$ cat config.mk
export PLATFORM = sky130hd
export DESIGN_NAME = value_to_ascii
export DESIGN_NICKNAME = d
export VERILOG_FILES = /design/src/rtl/value_to_ascii.sv
export SDC_FILE = /design/constraint.sdc
export NUM_CORES = 1
export LEC_CHECK = 0
export CAP_MARGIN = 25
export CORE_MARGIN = 2
export CORE_UTILIZATION = 55
export DETAILED_ROUTE_END_ITERATION = 7
export GPL_TIMING_DRIVEN = 1
export PLACE_DENSITY = 0.95
export SLEW_MARGIN = 20
export SYNTH_ARGS = -nofsm -noshare
export SYNTH_HDL_FRONTEND = slang
export SYNTH_SLANG_ARGS = --single-unit
$ cat constraint.sdc
create_clock -name CLK -period 3 [get_ports CLK]
set_input_delay 0.6 -clock CLK [delete_from_list [all_inputs] [get_ports CLK]]
set_output_delay 0.6 -clock CLK [all_outputs]
set_load 0.02 [all_outputs]
$ cat src/rtl/value_to_ascii.sv
// value_to_ascii: converts a 10-bit value in tenths (0..1023) to three ASCII
// digits (tens, units, tenths) for the LCD driver, using a fixed-latency
// double-dabble binary-to-BCD conversion. Values above 999 show "999" and raise ovf.
module value_to_ascii #(
   parameter bit BLANK_LEAD = 1'b1
) (
   input  logic       CLK,
   input  logic       btnr,
   input  logic       start,
   input  logic [9:0] value,
   output logic       busy,
   output logic       done,
   output logic       ovf,
   output logic [7:0] d10,
   output logic [7:0] d1,
   output logic [7:0] d10ths,
   output logic [1:0] state_dbg
);

   typedef enum logic [1:0] {
      IDLE = 2'd0,
      CONV = 2'd1,
      DONE = 2'd2
   } state_t;

   state_t      state_q;
   state_t      state_d;
   logic        accept;
   logic [9:0]  sr_q;      // binary value being shifted out MSB first
   logic [13:0] bcd_q;     // {thousands[1:0], hundreds, tens, units}
   logic [11:0] low_adj;   // hundreds/tens/units after the add-3 step
   logic [3:0]  iter_q;

   assign busy      = (state_q != IDLE);
   assign state_dbg = state_q;

   // State register; btnr aborts any conversion immediately.
   always_ff @(posedge CLK or posedge btnr) begin
      if (btnr) state_q <= IDLE;
      else      state_q <= state_d;
   end

   // Next-state logic: accept in IDLE, 10 shift cycles in CONV, one publish cycle in DONE.
   always_comb begin
      state_d = state_q;
      accept  = 1'b0;
      case (state_q)
         IDLE: begin
            if (start) begin
               accept  = 1'b1;
               state_d = CONV;
            end
         end
         CONV: begin
            if (iter_q == 4'd9) state_d = DONE;
         end
         DONE:    state_d = IDLE;
         default: state_d = IDLE;
      endcase
   end

   // Double-dabble correction: any BCD digit >= 5 gets +3 before the shift.
   // The thousands field only ever reaches 1, so it never needs correcting.
   always_comb begin
      low_adj = bcd_q[11:0];
      for (int n = 0; n < 3; n++) begin
         if (bcd_q[4*n +: 4] >= 4'd5) low_adj[4*n +: 4] = bcd_q[4*n +: 4] + 4'd3;
      end
   end

   // Conversion datapath: load on accept, then one correct-and-shift per CONV cycle.
   always_ff @(posedge CLK or posedge btnr) begin
      if (btnr) begin
         sr_q   <= '0;
         bcd_q  <= '0;
         iter_q <= '0;
      end else if (accept) begin
         sr_q   <= value;
         bcd_q  <= '0;
         iter_q <= '0;
      end else if (state_q == CONV) begin
         bcd_q  <= {bcd_q[12], low_adj, sr_q[9]};
         sr_q   <= {sr_q[8:0], 1'b0};
         iter_q <= iter_q + 4'd1;
      end
   end

   // Result registers: updated only in DONE, otherwise held; done is a one-cycle pulse.
   always_ff @(posedge CLK or posedge btnr) begin
      if (btnr) begin
         done   <= 1'b0;
         ovf    <= 1'b0;
         d10    <= 8'h30;
         d1     <= 8'h30;
         d10ths <= 8'h30;
      end else begin
         done <= 1'b0;
         if (state_q == DONE) begin
            done <= 1'b1;
            if (bcd_q[13:12] != 2'd0) begin
               ovf    <= 1'b1;
               d10    <= 8'h39;
               d1     <= 8'h39;
               d10ths <= 8'h39;
            end else begin
               ovf    <= 1'b0;
               d10    <= (BLANK_LEAD && bcd_q[11:8] == 4'd0) ? 8'h20
                                                              : 8'h30 + {4'h0, bcd_q[11:8]};
               d1     <= 8'h30 + {4'h0, bcd_q[7:4]};
               d10ths <= 8'h30 + {4'h0, bcd_q[3:0]};
            end
         end
      end
   end

endmodule

Yosys cells after proc, flatten, opt, wreduce, memory -nomap -nowiden:

Index checks and enable logic that the tools add are counted.

* output and inout port bits: 29
* input port bits: 13
* bits in registers: 56
* word-level logic and storage cells: 50

* equality and inequality tests: 5
* add/sub/neg operators: 7
* reductions and logical operators: 6
* multiplexer cells: 20
* magnitude comparators: 3

Operator list (count)
* 2-to-1 mux 14 bit: 2
* 2-to-1 mux 7 bit: 4
* adder 6 x 4 -> 7 bit (first input constant): 3
* 2-to-1 mux 10 bit: 2
* 2-to-1 mux 4 bit: 5
* adder 4 x 2 -> 4 bit (second input constant): 3
* greater-or-equal comparator 4 x 3 -> 1 bit (second input constant): 3
* nonzero test 2 bit: 3
* adder 4 x 1 -> 4 bit (second input constant): 1
* equality test 4 bit (second input constant): 1
* zero test 4 bit: 1
* 2-to-1 mux 1 bit: 4
* 2-to-1 mux 2 bit: 2
* inequality test 2 bit (second input constant): 2
* one-hot mux 2 bit (2 select lines): 1
* equality test 2 x 1 -> 1 bit (second input constant): 1
* equality test 2 bit (second input constant): 1
* zero test 2 bit: 1
* AND reduction 2 bit: 1

Logic depth before layout (Yosys ltp):

Gate-level depths: netlist of run 1.

* depth in word-level cells: 4
* depth in mapped cells: 6
* gate-level depth less buffers: 6

Worst setup path before layout of run 1:

OpenSTA, ideal clock, no wires.

* path kind: input-to-reg
* start: input port start
* end: register bcd_q[11]
* stages: 5
* arrival time: 1.446 ns
* slack: 1.432 ns
* required time: 2.878 ns
* setup time: 0.122 ns
* path buffers: 1
* cells stage by stage: or3b_1 > buf_6 > nand2_2 > o31ai_1 > a32o_1

* word-level cells in the longest chain between the ends: 3
* elaborated cells between the ends (all ways): 4
* classes of those cells: mux (3); reduce/logical (1)

RTL lines
* start: declaration: RTL line 9 `input logic start,`
* 2-to-1 mux 1 bit (*): RTL line 49 `if (start) begin`
* 2-to-1 mux 1 bit (*): RTL line 47 `case (state_q)`
* 2-to-1 mux 14 bit / nonzero test 2 bit (equally long branches)
* end signal: assignment: RTL line 82 `bcd_q <= {bcd_q[12], low_adj, sr_q[9]};`
* end: declaration: RTL line 30 `logic [13:0] bcd_q;`

Every way passes the cells marked *; elsewhere a longest branch is shown, timed or not.
A chain may end at the register's enable or synchronous reset.

Worst setup path in the final report of run 1:

* start: register state_q[1] (netlist: state_dbg[1])
* end: output port busy

* word-level cells in the longest chain between the ends: 1

RTL lines
* start: declaration: RTL line 26 `state_t state_q;`
* start signal: assignment: RTL line 40 `else state_q <= state_d;`
* nonzero test 2 bit: RTL line 34 `assign busy = (state_q != IDLE);`
* end: declaration: RTL line 11 `output logic busy,`

Every way passes these cells.

==> results.md, run 1 <==
- Leak: 1.141 nW
- Cell Pwr Density: 1067 nW/um^2
- # Max-Cap Violations: 0
- Routed via count: 1534
- Nets: 251
- Avg WL per Cell: 14.06 um
- Post-synth EDFFs: 0
- Startpoint Class: flop
- Synth async-reset ratio: 100.0%
- Worst reg2reg path depth: 4
- Setup Skew: 4.667 ps
- Initial Utilization: 57.59%
- RR Endpoint: iter_q[0]
- CTS Sinks: 45
- Max clock buf depth: 2
- Outcome: finished clean
- RD Place Congestion: 0.7232
- R2r setup slk: 970 ps
- DIE AREA: 4345 sq um
- Synth Register Bits: 45
- Yosys warning total: 0
- Largest net degree at the start of global routing: 46
- Post-cts hold buffer count: 0
- I/O pin total: 42
- Fill cell count: 300
- First DRT Iteration DRCs: 85
- HP Class: reg -> reg
- Final setup TNS: 0 ps
- Mean Syn Cell Area: 10.44 sq um
- Area of the multi-input gates: 844.6 sq um
- Crit share post-route: 72.25%
- Worst VDD drop: 451.9 uV
- # DRC: 0
- Remaining antenna violation count: 0
- Unrepaired setup endpoints after global routing: false
- H-Tree Depth: 2
- Register area: 1127 sq um
- Worst-Margin Slew: 915.1 ps
- FP Rows: 22
- Vias in the first global route: 1480
- Max frequency: 461.4 MHz
- Total GRT Usage: 20.59%
- Chip Width: 65.92 um
- Reg2reg start: state_dbg[1]
- Vias per std cell: 5.498
- Antenna violations before repair: 0
- Layout cell share with drive strength beyond 1: 4.762%
- CTS clk-pin slew, worst paths: 80 ps
- Cts repair resizes: 0
- Syn Inst Count: 202
- Setup crit end: busy
- # Post-CTS Setup Buffers: 0
- Main synth FF type: dfrtp_1
- Fin. max-slew vios: 0
- Die height: 65.92 um
- Critical path class: reg -> out
- Global route total overflow: 0
- Area post-placement: 2381 sq um
- Ant diodes: 0
- Most frequent cells in the layout: dfrtp_1 (44), clkdlybuf4s50_1 (30), nand2_1 (29)
- Layout area overhead: 16.74%
- Final min period: 2168 ps
- Final instance area: 2461 sq um
- Clock root cell: clkbuf_8
- CP Capture Type: output pin
- Netlist Area Pre-Place: 2108 sq um
- Final Hold Fails: 0
- Final setup viols: 0
- CTS Buf Count: 5
- Post-synthesis cell type count: 37
- Post-DP HPWL: 2825 um
- Core area: 3661 sq um
- IO Port Bufs: 30
- Critical Path AT: 1570 ps
- Rel. slew slack: 38.77%
- First-pass GRT wire length: 6734 um
- Routed WL: 3924 um
- Crit path from: state_dbg[1]
- CTS tree: yes
- Most common cell after layout, fill and taps aside: dfrtp_1
- CP Max Fanout: 7
- Worst-Skew Late Latency: 290 ps
- DRT Pass-1 Iters: 4
- Sequential area share after synthesis: 53.47%
- Critical path required time: 2400 ps
==> routing by layer <==
metal	wire length, um	track usage, %	vias to the layer above
met2	1924	34.72	51
met3	196	5.792	10
met5	0	0	-
met4	85	8.594	0
li1	-	-	738
met1	1718	24.61	735
==> state kept, by name (all words and copies together) (netlist names) <==
signal / flops
d10ths: 4
done: 1
state_dbg: 2
ovf: 1
d10: 5
d1: 4
iter_q: 4
bcd_q: 14
sr_q: 10
==> synthesized netlist by cell type, drive strengths merged (4+ instances only) <==
cell type  number  share of area [%]
dfrtp          44                 52
nand2          30                5.5
buf            17                5.9
o21ai          11                2.6
a22oi           9                3.2
nor2            9                1.6
a21oi           8                1.9
ha              8                4.7
inv             8                1.4
a22o            6                2.5
nand3           6                1.4
nand2b          5                1.5
o22a            4                1.7
o22ai           4                1.2
o31ai           4                1.4
==> power by group <==
part,internal (mW),switching [mW]
clock network,0.165,0.186
registers,0.872,0.202
logic,0.547,0.654
total,1.58,1.04
==> through the flow <==
stage                     util [%]  setup slack (ps)  total power [mW]  hold WS [ps]  cells
after floorplan                  -              1342             1.893         445.8    211
after global placement       65.04             718.7             2.203         458.8    271
after detailed placement     65.04             665.7             2.282         468.5    271
after CTS                    67.22             818.7             2.640         487.1    279
after global routing         67.22             774.3             2.832         503.5    279
final                        67.22             832.5             2.627         485.9    279
==> cell type report <==
cell class | instances | share of cell area (%)
clock buffer | 8 | 3.254
timing repair buffer | 32 | 12.81
multi-input combinational | 137 | 34.32
sequential | 45 | 45.81
tap | 48 | 2.440
inverter | 9 | 1.373
==> critical path, cell delays in order, from the launching register on <==
cell             delay, ps
dfrtp_1                430
or2_2                  300
clkdlybuf4s50_1        530
==> cells by family after synthesis <==
logic type      share of synthesized area, %
xor+xnor                               2.078
fa+ha+maj                              4.748
flops                                  53.47
buf+inv                                8.071
other cells                           0.3562
simple gates                           13.53
mux                                    1.424
compound gates                         16.32
==> how the worst min path moves through the flow <==
| stage | start | endpoint | slack (ps) | depth (start not counted) |
|---|---|---|---|---|
| after floorplan | sr_q[9] | sr_q[9] | 450 | 2 |
| after global placement | sr_q[7] | sr_q[7] | 460 | 2 |
| after detailed placement | sr_q[3] | sr_q[3] | 470 | 2 |
| after CTS | sr_q[3] | sr_q[3] | 490 | 2 |
| after global routing | sr_q[3] | sr_q[3] | 500 | 2 |
| final | sr_q[3] | sr_q[3] | 490 | 2 |
(Power assumes the default switching activity.)
==> inputs of run 2 (changes only) <==
--- a/config.mk
+++ b/config.mk
@@ -7,10 +7,10 @@
 export LEC_CHECK = 0
 export CAP_MARGIN = 25
 export CORE_MARGIN = 2
-export CORE_UTILIZATION = 55
+export CORE_UTILIZATION = 46
 export DETAILED_ROUTE_END_ITERATION = 7
 export GPL_TIMING_DRIVEN = 1
-export PLACE_DENSITY = 0.95
+export PLACE_DENSITY = 0.87
 export SLEW_MARGIN = 20
 export SYNTH_ARGS = -nofsm -noshare
 export SYNTH_HDL_FRONTEND = slang
==> constraint.sdc (replaced) <==
create_clock -name CLK -period 1.8 [get_ports CLK]
set_input_delay 0.36 -clock CLK [delete_from_list [all_inputs] [get_ports CLK]]
set_output_delay 0.36 -clock CLK [all_outputs]
set_load 0.02 [all_outputs]
==> results.md, run 2 (synthesis results as in run 1) <==
- Worst-Skew Late Latency: 290 ps (about the same)
- Switching power: 1.726 mW (+66%)
- Leak: 1.180 nW (+3.4%)
- Rel. slew slack: 44.02% (+5.3 points)
- DRT Pass-1 Iters: 5 (+1)
- # Max-Cap Violations: 0 (unchanged)
- Reg with most FFs: bcd_q
- Layout cell share with drive strength beyond 1: 7.627% (+2.9 points)
- Routed via count: 1557 (+1.5%)
- Critical Path AT: 1350 ps (-220 ps)
- RR Endpoint: bcd_q[10]
- Final min period: 1708 ps
- Most common cell after layout, fill and taps aside: dfrtp_1
- Gate power share: 46.1% (+0.4 points)
- # DRC: 0 (unchanged)
- HP Class: in -> async
- WP depth: 1 (-1)
- Max clock buf depth: 2 (unchanged)
- Worst-Margin Slew: 836.7 ps (-78.46 ps)
- Clock power frac: 13.9% (+0.5 points)
- Switching Fraction: 38.88% (-0.80 points)
- Worst VDD drop: 719.3 uV (+59%)
- DIE AREA: 5141 sq um (+18%)
- Most frequent cells in the layout: dfrtp_1 (44), nand2_1 (29), clkdlybuf4s50_1 (28)
- Crit share post-route: 94.91%
- Post-cts hold buffer count: 0 (unchanged)
- Internal power: 2.713 mW (+71%)
- Antenna violations before repair: 0 (unchanged)
- Startpoint Class: flop
- Cell Pwr Density: 1754 nW/um^2 (+64%)
- Reg2reg start: bcd_q[9]
- CTS clk-pin slew, worst paths: 80 ps (about the same)
- Total GRT Usage: 16.83% (-3.8 points)
- Setup Skew: 3.285 ps (-1.381 ps)
- Routed WL: 3954 um (+0.76%)
- IO Port Bufs: 30 (unchanged)
- Crit path from: state_dbg[0]
- Number of flip-flops in the largest register: 14 (unchanged)
- # Post-CTS Setup Buffers: 0 (unchanged)
- Final instance area: 2531 sq um (+2.8%)
- RD Place Congestion: 0.8173 (+13%)
- Final setup viols: 0 (unchanged)
- Critical path required time: 1440 ps (-960 ps)
- Largest net degree at the start of global routing: 46 (unchanged)
- Biggest registers after layout: bcd_q (14), sr_q (10), d10 (5)
- Worst reg2reg path depth: 6 (+2)
- Ant diodes: 0 (unchanged)
- CTS tree: yes
- First-pass GRT wire length: 6727 um (-0.10%)
- Remaining antenna violation count: 0 (unchanged)
- Critical path class: reg -> out
- Unrepaired setup endpoints after global routing: false
- Core area: 4384 sq um (+20%)
- Initial Utilization: 48.09% (-9.5 points)
- Vias per std cell: 5.406 (-1.7%)
- Area post-placement: 2444 sq um (+2.6%)
- Avg WL per Cell: 13.73 um (-2.4%)
- Top delay family on crit path: buffers and inverters
- Vias in the first global route: 1432 (-3.2%)
- Slowest cell delay on critical path: 630 ps (+100 ps)
- Critical Path Slowest Stage Cell: clkdlybuf4s50_1
- Global route total overflow: 0 (unchanged)
- Die height: 71.70 um (+8.8%)
- CTS Sinks: 45 (unchanged)
- Outcome: finished clean
- Worst path cell trace: clkdlybuf4s50_1
- Clock root cell: clkbuf_8
- Layout area overhead: 20.06%
- H-Tree Depth: 2 (unchanged)
- CTS Buf Count: 5 (unchanged)
- Nets: 257 (+2.4%)
- CP Capture Type: output pin
- Fill cell count: 367 (+22%)
- Crit path buf inv count: 1 (unchanged)
- FP Rows: 24 (+9.1%)
- Setup crit end: state_dbg[0]
- Seq pwr share: 40.0% (-0.9 points)
- Max frequency: 585.4 MHz
- First DRT Iteration DRCs: 76 (-11%)
- Post-DP HPWL: 2805 um (-0.72%)
- CP Max Fanout: 7 (unchanged)
- I/O pin total: 42 (unchanged)
- R2r setup slk: 150 ps (-820 ps)
- Final Hold Fails: 0 (unchanged)
- Fin. max-slew vios: 0 (unchanged)
- Chip Width: 71.70 um (+8.8%)
- Tot Pwr: 4.439 mW (+69%)
run 2: changes by cell type in the layout (fill, tap and decap cells not counted), sizes merged:
| cell | before | now |
|---|---|---|
| buf | 2 | 8 |
| dlygate4sd2 | 0 | 1 |
| clkbuf | 8 | 7 |
| dlymetal6s2s | 0 | 1 |
| clkdlybuf4s50 | 30 | 28 |
run 2: power groups by stage:
stage,clock network (mW),logic [mW],registers [mW]
CTS,0.631,2.07,1.78
global route,0.672,2.27,1.84
detailed placement,0,2.07,1.79
global placement,0,1.99,1.77
floorplan,0,1.23,1.93
finish,0.617,2.05,1.78
run 2: worst min-delay path by stage:
stage / from / end / slack (ps) / cells past startpoint
2_1_floorplan: sr_q[9] / sr_q[9] / 450 / 2
3_3_place_gp: sr_q[5] / sr_q[5] / 460 / 2
3_5_place_dp: sr_q[9] / sr_q[9] / 470 / 2
4_1_cts: btnr / bcd_q[13] / 440 / 3
5_1_grt: btnr / bcd_q[13] / 480 / 3
6_report: btnr / d1[2] / 430 / 3
run 2: worst min-delay path, cell delays in order:
cell	delay, ps
clkdlybuf4s50_1	400
inv_1	90
buf_12	250
run 2: repair_timing:
action | CTS | global route
cloned | 0 | 0
endpoints found under the hold margin | 0 | 0
endpoints found under the setup margin | 1 | 1
resized for setup | 1 | 1
run 2: layout make-up:
type | instances | area, sq um | share of cell area, %
clock buffer | 7 | 86.33 | 3.411
sequential | 45 | 1127 | 44.54
tap | 52 | 65.06 | 2.570
multi-input combinational | 137 | 844.6 | 33.37
timing repair buffer | 38 | 374.1 | 14.78
inverter | 9 | 33.78 | 1.335
run 2: layer usage:
metal  wire [um]  share of wire [%]  GRT usage [%]
met5           0                  0              0
met4          67                1.7          7.128
met1        1753                 44          22.96
met3         285                7.2          4.079
met2        1847                 47          25.72
run 2: through the flow:
stage                     setup TNS [ps]  cells  hold WS (ps)  util (%)  setup slack [ps]
after CTS                              0    288         439.0     57.68             15.35
final                                  0    288         433.2     57.73             91.68
after detailed placement           -1198    281         467.7     55.74            -115.2
after global routing                   0    288         479.5     57.73             28.45
after floorplan                        0    211         445.8         -             281.7
after global placement            -481.0    281         461.0     55.74            -64.74
